## config.mk

```make
export PLATFORM = sky130hd
export DESIGN_NAME = sprite_anim_render
export DESIGN_NICKNAME = d
export VERILOG_FILES = /design/src/rtl/sprite_anim_render.sv
export SDC_FILE = /design/constraint.sdc
export NUM_CORES = 1
export LEC_CHECK = 0
export ABC_AREA = 1
export CAP_MARGIN = 20
export CORE_UTILIZATION = 45
export DETAILED_ROUTE_END_ITERATION = 8
export PLACE_DENSITY = 0.88
export RECOVER_POWER = 25
export SLEW_MARGIN = 10
export SYNTH_ARGS = -nofsm -noshare
export SYNTH_HDL_FRONTEND = slang
export SYNTH_SLANG_ARGS = --single-unit
```

## constraint.sdc

```tcl
create_clock -name vga_clk -period 2.55 [get_ports vga_clk]
set_input_delay 0.765 -clock vga_clk [delete_from_list [all_inputs] [get_ports vga_clk]]
set_output_delay 0.765 -clock vga_clk [all_outputs]
set_load 0.02 [all_outputs]
```

## src/rtl/sprite_anim_render.sv

```systemverilog
// Sprite renderer: 3-stage ROM/palette pixel pipeline plus a frame_tick-driven
// animation FSM that selects which ROM frame is addressed.
module sprite_anim_render #(
    parameter int SPR_W      = 64,
    parameter int SPR_H      = 96,
    parameter int FRAMES     = 4,
    parameter int IDX_W      = 3,
    parameter int HOLD_TICKS = 6,
    parameter int TRANSP_IDX = 0,
    localparam int AW = $clog2(SPR_W * SPR_H * FRAMES),
    localparam int FW = (FRAMES > 1) ? $clog2(FRAMES) : 1
) (
    input  logic             vga_clk,
    input  logic             reset_n,
    input  logic [9:0]       draw_x,
    input  logic [9:0]       draw_y,
    input  logic [9:0]       pos_x,
    input  logic [9:0]       pos_y,
    input  logic             flip,
    input  logic             blank,
    input  logic             frame_tick,
    input  logic             start,
    input  logic             loop,
    output logic [AW-1:0]    rom_addr,
    input  logic [IDX_W-1:0] rom_q,
    output logic [IDX_W-1:0] pal_idx,
    input  logic [3:0]       pal_r,
    input  logic [3:0]       pal_g,
    input  logic [3:0]       pal_b,
    output logic [3:0]       red,
    output logic [3:0]       green,
    output logic [3:0]       blue,
    output logic             opaque,
    output logic [FW-1:0]    frame,
    output logic             busy,
    output logic             done
);

    localparam int TW = (HOLD_TICKS > 1) ? $clog2(HOLD_TICKS) : 1;

    localparam logic [10:0]      W11        = 11'(SPR_W);
    localparam logic [10:0]      H11        = 11'(SPR_H);
    localparam logic [AW-1:0]    W_AW       = AW'(SPR_W);
    localparam logic [AW-1:0]    FRAME_SZ   = AW'(SPR_W * SPR_H);
    localparam logic [IDX_W-1:0] TRANSP     = IDX_W'(TRANSP_IDX);
    localparam logic [TW-1:0]    TICK_LAST  = TW'(HOLD_TICKS - 1);
    localparam logic [FW-1:0]    FRAME_LAST = FW'(FRAMES - 1);

    typedef enum logic [1:0] {
        IDLE,
        PLAY,
        DONE
    } state_t;

    state_t         state_q, state_d;
    logic [FW-1:0]  frame_q, frame_d;
    logic [TW-1:0]  tick_q, tick_d;
    logic           done_q, done_d;

    // ---------------- animation FSM ----------------
    always_ff @(posedge vga_clk or negedge reset_n) begin
        if (!reset_n) begin
            state_q <= IDLE;
            frame_q <= '0;
            tick_q  <= '0;
            done_q  <= 1'b0;
        end else begin
            state_q <= state_d;
            frame_q <= frame_d;
            tick_q  <= tick_d;
            done_q  <= done_d;
        end
    end

    always_comb begin
        state_d = state_q;
        frame_d = frame_q;
        tick_d  = tick_q;
        done_d  = 1'b0;
        if (start) begin
            state_d = PLAY;
            frame_d = '0;
            tick_d  = '0;
        end else begin
            case (state_q)
                IDLE: frame_d = '0;
                PLAY: begin
                    if (frame_tick) begin
                        if (tick_q == TICK_LAST) begin
                            tick_d = '0;
                            if (frame_q == FRAME_LAST) begin
                                if (loop) begin
                                    frame_d = '0;
                                end else begin
                                    state_d = DONE;
                                    done_d  = 1'b1;
                                end
                            end else begin
                                frame_d = frame_q + 1'b1;
                            end
                        end else begin
                            tick_d = tick_q + 1'b1;
                        end
                    end
                end
                DONE: frame_d = FRAME_LAST;
                default: state_d = IDLE;
            endcase
        end
    end

    assign frame = frame_q;
    assign busy  = (state_q == PLAY);
    assign done  = done_q;

    // ---------------- pixel pipeline ----------------
    logic [10:0]   lx, ly, cx;
    logic          hit;
    logic [AW-1:0] addr_d;
    logic          hit1, blank1, hit2, blank2;

    // Offsets are 11-bit two's complement; bit 10 set means left of / above the sprite.
    assign lx  = {1'b0, draw_x} - {1'b0, pos_x};
    assign ly  = {1'b0, draw_y} - {1'b0, pos_y};
    assign hit = !lx[10] && (lx < W11) && !ly[10] && (ly < H11);
    assign cx  = flip ? (W11 - 11'd1 - lx) : lx;

    always_comb begin
        addr_d = '0;
        if (hit) begin
            addr_d = AW'(frame_q) * FRAME_SZ + AW'(ly) * W_AW + AW'(cx);
        end
    end

    assign pal_idx = rom_q;

    always_ff @(posedge vga_clk or negedge reset_n) begin
        if (!reset_n) begin
            rom_addr <= '0;
            hit1     <= 1'b0;
            blank1   <= 1'b0;
            hit2     <= 1'b0;
            blank2   <= 1'b0;
            red      <= '0;
            green    <= '0;
            blue     <= '0;
            opaque   <= 1'b0;
        end else begin
            rom_addr <= addr_d;
            hit1     <= hit;
            blank1   <= blank;
            hit2     <= hit1;
            blank2   <= blank1;
            if (blank2 && hit2 && (rom_q != TRANSP)) begin
                red    <= pal_r;
                green  <= pal_g;
                blue   <= pal_b;
                opaque <= 1'b1;
            end else begin
                red    <= '0;
                green  <= '0;
                blue   <= '0;
                opaque <= 1'b0;
            end
        end
    end

endmodule

```

==> impl_results.md, run 1 <==
- Final nets: 740
- Worst-path clk slew: 70 ps
- I/O pin cnt: 97
- Pre-CTS WS: -1557 ps
- Post-route ant nets: 0
- Aggregate routed wire length: 10690 um
- Via count: 3684
- ANT cells: 0
- Simple-gate share of the synthesized area: 32.67%
- Status: complete, but fails checks
- Root buffer cell: clkbuf_8
- Critical Path RT: 2720 ps
- Peak Freq: around 290 MHz
- First-pass GRT wire length: 15980 um
- Leakage: 2.962 nW
- Most common cell in the synthesized netlist: nand2_1
- Avg Vias per Cell: around 5
- Input/output buffers: 96
- Power Total: 2.694 mW
- DIE WIDTH: 89.08 um
- Slew margin rel.: a little under two fifths
- Initial antenna violation count: 0
- 1st-iter DRT viols: 162
- Net count of the mapped netlist: 565
- CP Launch Type: input port
- Worst slew pin tran: roughly 940 ps
- Post-synthesis register bit count: 40
- 1st-pass router iterations: 4
- Synthesis Warnings: 0
- Worst path slowest cell: fa_2
- DRC errors left: 0
- CP most frequent cell: nand2_2
- Post-synth top area cell: dfrtp_1
- Failing checks: setup timing
- Final setup TNS: -5501 ps
- # rows: 31
- Post-synthesis xor/xnor area fraction: 5.134%
- Most used flip-flop cell after synthesis: dfrtp_1
- Total track usage: 25.89%
- Area Overhead vs Synth: 70.88%
- Sequential area share after synthesis: around 29%
- Worst skew pair latency: 290 ps
- Syn avg cell area: 7.338 um^2
- CP max FO: 3
- Critical Path AT: 3680 ps
- Hpwl dp: approximately 6600 um
- CTS tree: done
- Min setup slack post-route: -952.9 ps
- Pin count of the biggest net entering global routing: slightly above 40
- Starting Density: between 40% and 50%
- Worst min-delay path class: flip-flop to flip-flop
- Worst Setup End Kind: flip-flop
- GR Overflow Total: 0
- EDFF count, synth: 0
- Crit Path Category: input port to flip-flop
- Final clock skew: 5.878 ps
- Setup Viol. Count Final: 11
- Synth Area in Adders: 14.59%
- Complex-gate fraction of the synthesized area: ~5%
- Mapped cell area: roughly 3400 um^2
- Placer congestion estimate: approximately 0.82
- Hold buffer count at CTS: 0
- Longest Clk Path Bufs: 2
- Top-area cell type share of the netlist area: 29.34%
- H-tree levels: 2
- Clock sink total: 40
- Core Box Area: 7292 um^2
- Fin crit share: 137.4%
- CP Cell Sequence: buf_8 > inv_12 > ha_4 > inv_4 > fa_2 > nand2_2 > nand3_4 > nand3_2 > nand2_2 > nand2_2 > nand2_4 > ha_4 > nand2_1 > o21ai_1 > fa_2 > nand3_2 > nand3_2 > nand2_2 > a21oi_2 > nor2_1 > xor2_1 > nor2_4
- VDD IR max: 0.2117 mV
- Fin crit period: roughly 3500 ps
- Fill count: 457
- Mux cell area share after synthesis: 0%
- Post-synth cell types: 34
- Synth area leaders: dfrtp_1 (29%), ha_1 (13%), nand2_1 (12%)
- Fin. max-slew vios: 0
- Power Dens Cells: between 400 and 500 nW/um^2
- Wire per inst: ~14 um
- Number of global-route vias before repair: 3697
- Share of flip-flops with an asynchronous set or reset: 100.0%
- CTS Buf Count: 5
- Largest stage delay, worst path: 400 ps
- Mapped Cells: 465
- Max-cap viol count: 0
- Final hold violation count: 0
- RSZ-0062 raised after global routing: true
- Commonest cells in the netlist: nand2_1 (113), inv_1 (103), dfrtp_1 (40), nor2_1 (38), ha_1 (35)
- Die height: 89.08 um
- Total Die Area: ~8000 um^2
- Layout cells sized above 1: a little under two fifths
- Largest family of logic cells by synthesized area: simple AND/OR/NAND/NOR gates
timing repair:
item                                    4_1_cts  5_1_grt
resized for setup                           138       58
buffers inserted                             14        5
endpoints found under the setup margin       19       16
pin swaps                                    49       49
hold endpoints to repair                      0        0
gates cloned                                  1        0
kinds of logic (layout without fill, tap and decap cells):
kind of cell | count (synthesis) | in the layout
fa+ha+maj | 38 | 38
simple gates | 224 | 224
compound gates | 31 | 31
xor+xnor | 20 | 20
buf+inv | 112 | 288
flops | 40 | 40
metrics by stage:
| step | hold slack, ps | util [%] | std cells | area [um^2] |
|---|---|---|---|---|
| CTS | 366.3 | 76.66 | 737 | 5590 |
| global route | 374.1 | 79.96 | 740 | 5831 |
| global placement | 332.0 | 67.95 | 714 | 4955 |
| finish | 364.2 | 79.96 | 740 | 5831 |
| floorplan | 331.2 | - | 465 | 3462 |
| detailed placement | 339.6 | 67.95 | 714 | 4955 |
power breakdown:
group	switching, mW	internal, mW	leakage, nW	total (mW)
logic	0.840	0.779	2.36	1.62
clock network	0.206	0.215	0.0510	0.421
registers	0.0101	0.644	0.550	0.654
total	1.06	1.64	2.96	2.69
worst max-delay path, delay by kind of cell:
| family | cells | cell delay (ps) |
|---|---|---|
| buf+inv | 3 | 190 |
| xor+xnor | 1 | 370 |
| compound gates | 2 | 170 |
| simple gates | 12 | 1040 |
| fa+ha+maj | 4 | 1120 |
cell usage in the layout, fill, tap and decap left out, types with 14 or more instances in the layout:
cell type        netlist  routed
nand2_2               10      34
dfrtp_1               40      40
nor2_1                38      25
clkdlybuf4s50_1        0      62
ha_4                   0      19
inv_1                103      82
nand2_1              113      83
nor2_4                11      21
inv_2                  2      20
ha_1                  35      14
buf_4                  3      65
dlygate4sd2_1          0      22
flip-flops by register name, indices dropped and copies added, names as in the netlist:
register / flops
green: 4
blank1: 1
state_q: 2
tick_q: 3
frame: 2
opaque: 1
done: 1
hit2: 1
blue: 4
hit1: 1
red: 4
rom_addr: 15
blank2: 1
routing by layer:
layer | routed length (um) | track usage (%) | vias up
li1 | - | - | 1771
met1 | 3919 | 26.45 | 1726
met2 | 5645 | 50.07 | 146
met3 | 642 | 4.524 | 41
met4 | 479 | 13.71 | 0
met5 | 0 | 0 | -
final timing paths:
kind | from | depth (start not counted) | endpoint | slack (ps)
min in group asynchronous | reset_n | 1 | done | 610
hold reg to reg | blank1 | 0 | blank2 | 360
hold / removal | blank1 | 0 | blank2 | 360
max in group asynchronous | reset_n | 1 | blue[0] | 1350
setup reg to reg | frame[0] | 10 | rom_addr[13] | 490
setup / recovery | draw_x[0] | 22 | rom_addr[12] | -950
layout make-up:
type                       instances  area, um^2  share of cell area [%]
clock buffer                       6       82.58                   1.416
clock inverter                     2       10.01                  0.1717
inverter                         106       416.7                   7.146
multi-input combinational        313        2599                   44.57
sequential                        40        1001                   17.17
tap                               99       123.9                   2.124
timing repair buffer             174        1598                   27.40
No activity file was read; power rests on OpenSTA's default activity.
==> run 2: changes to the inputs <==
--- a/config.mk
+++ b/config.mk
@@ -15,3 +15,4 @@
 export SYNTH_ARGS = -nofsm -noshare
 export SYNTH_HDL_FRONTEND = slang
 export SYNTH_SLANG_ARGS = --single-unit
+export TNS_END_PERCENT = 100
==> results of run 2 <==
Same layout as run 1: the final DEF is identical, and so are final timing and power.
==> run 3: changes to the inputs <==
--- a/config.mk
+++ b/config.mk
@@ -11,6 +11,7 @@
 export DETAILED_ROUTE_END_ITERATION = 8
 export PLACE_DENSITY = 0.88
 export RECOVER_POWER = 25
+export SETUP_SLACK_MARGIN = 0.5
 export SLEW_MARGIN = 10
 export SYNTH_ARGS = -nofsm -noshare
 export SYNTH_HDL_FRONTEND = slang
==> impl_results.md, run 3 (synthesized netlist as in run 1, its figures left out) <==
- CP most frequent cell: nand2_1
- DRC errors left: 0
- Min setup slack post-route: -760.4 ps
- Number of cells on the worst reg-to-reg path: 10
- Core Box Area: 7292 um^2
- Aggregate routed wire length: 10410 um
- ANT cells: 0
- I/O pin cnt: 97
- CTS Buf Count: 5
- Fin. max-slew vios: 0
- Max-cap viol count: 0
- Initial antenna violation count: 0
- CTS tree: done
- Final hold violation count: 0
- Input/output buffers: 96
- Worst slew pin tran: roughly 940 ps
- Critical Path RT: 2730 ps
- Starting Density: a little under half
- Pin count of the biggest net entering global routing: 41
- Die height: a little under 90 um
- Placement-stage cell area: 4972 um^2
- Total Die Area: around 7900 um^2
- Min-Delay Path Depth: 0
- Leakage: 2.945 nW
- Worst path buffer plus inverter count: 4
- H-tree levels: 2
- Largest register by flop count: rom_addr
- Fin crit share: 129.8%
- DIE WIDTH: 89.08 um
- VDD IR max: about 0.31 mV
- # rows: 31
- R2r endpoint: rom_addr[13]
- Hold buffer count at CTS: 0
- Power Dens Cells: 459.5 nW/um^2
- Failing checks: setup timing
- Worst path slowest cell: clkdlybuf4s50_1
- Clock sink total: 40
- Longest Clk Path Bufs: 2
- Via count: 3711
- Hpwl dp: 6930 um
- Min Hold Slack: 358.7 ps
- Final clock skew: 3.540 ps
- Root buffer cell: clkbuf_8
- Worst min-delay path class: flip-flop to flip-flop
- Placer congestion estimate: 0.8951
- Status: complete, but fails checks
- Crit Path Category: input port to flip-flop
- Post-route ant nets: 0
- Final nets: 741
- CP max FO: 5
- First-pass GRT wire length: 15990 um
- CP Cell Sequence: clkdlybuf4s50_1 > inv_1 > ha_4 > nand2_4 > nor2_2 > nand3_2 > nand2_1 > nand2_2 > nand2_4 > nand3_2 > nand2_1 > nand2_1 > nand2_1 > inv_2 > ha_4 > buf_6 > nand2_1 > a31oi_1 > xor2_1 > nor2_4
- Worst-path clk slew: 70 ps
- RSZ-0062 raised after global routing: true
- Layout cells sized above 1: 33.80%
- Peak Freq: 302.1 MHz
- R2R setup slack: 490 ps
- Hold wc startpoint: hit1
- Area Overhead vs Synth: 65.57%
- Hold Path End: hit2
- 1st-iter DRT viols: 143
- Worst Setup End Kind: flip-flop
- Worst R2R Start: frame[0]
- Number of global-route vias before repair: between 3000 and 4000
- Design Area, Final: 5649 um^2
- Total track usage: 25.93%
- Largest stage delay, worst path: 460 ps
- Setup Viol. Count Final: 16
- GR Overflow Total: 0
- CP Launch Type: input port
- Avg Vias per Cell: 5.008
- Largest register FFs: 15
- Critical Path AT: 3490 ps
- Commonest non-fill, non-tap cell in the layout: nand2_1
- Family with the most delay on the worst path: simple AND/OR/NAND/NOR gates
- Wire per inst: about 14 um
- Slew margin rel.: between 30% and 40%
- Worst skew pair latency: roughly 290 ps
- 1st-pass router iterations: 5
- Fin crit period: 3310 ps
- Most frequent cells in the layout: nand2_1 (98), inv_1 (84), buf_4 (69)
run 3: cell types whose count changed in the layout (fill, tap and decap cells not counted), sizes merged:
cell           before  now
buf                82   87
clkbuf              7   10
clkdlybuf4s50      62   60
clkinv              3    1
dlymetal6s2s        5    3
dlygate4sd2        22   21
run 3: worst max-delay path by stage:
stage / start / slack (ps) / cells past startpoint / to
global placement: draw_x[0] / -1410 / 22 / rom_addr[12]
floorplan: draw_x[0] / -780 / 21 / rom_addr[13]
detailed placement: draw_x[0] / -1570 / 22 / rom_addr[11]
global route: pos_x[7] / -910 / 20 / rom_addr[14]
finish: pos_x[7] / -760 / 20 / rom_addr[11]
CTS: draw_x[0] / -690 / 22 / rom_addr[11]
run 3: area by class of cell:
type	instances	area [um^2]
Tap cell	99	123.9
Fill cell	472	1643
Timing Repair Buffer	175	1588
Clock buffer	8	90.09
Multi-Input combinational cell	313	2431
Sequential cell	40	1001
Inverter	106	415.4
run 3: where the power goes:
| part | total (mW) | internal (mW) | switching [mW] | leakage, nW |
|---|---|---|---|---|
| clock network | 0.428 | 0.221 | 0.207 | 0.0455 |
| registers | 0.655 | 0.644 | 0.0118 | 0.550 |
| logic | 1.51 | 0.745 | 0.768 | 2.35 |
| total | 2.60 | 1.61 | 0.987 | 2.94 |
run 3: metal layers:
metal | track usage (%) | vias to the layer above | part of all wire (%)
met5 | 0 | - | 0
met4 | 9.380 | 0 | 2.9
met3 | 2.216 | 26 | 5.8
met2 | 53.22 | 156 | 54
met1 | 27.14 | 1751 | 37
li1 | - | 1778 | -
run 3: repair_timing:
item	4_1_cts	5_1_grt
setup endpoints to repair	22	19
gates cloned	1	0
resized for setup	136	35
endpoints found under the hold margin	0	0
pin swaps	50	24
setup buffers	16	0
run 3: per-stage QoR:
stage          util [%]  std cells  worst slack, ps  TNS (ps)  total power [mW]
3_5_place_dp      68.19        716            -1571    -16300             1.779
2_1_floorplan         -        465           -779.6     -4948             1.329
6_report          77.47        741           -760.4     -5186             2.596
4_1_cts           75.81        741           -685.7     -4327             2.455
5_1_grt           77.47        741           -914.8     -6908             2.731
3_3_place_gp      68.19        716            -1411    -14810             1.727
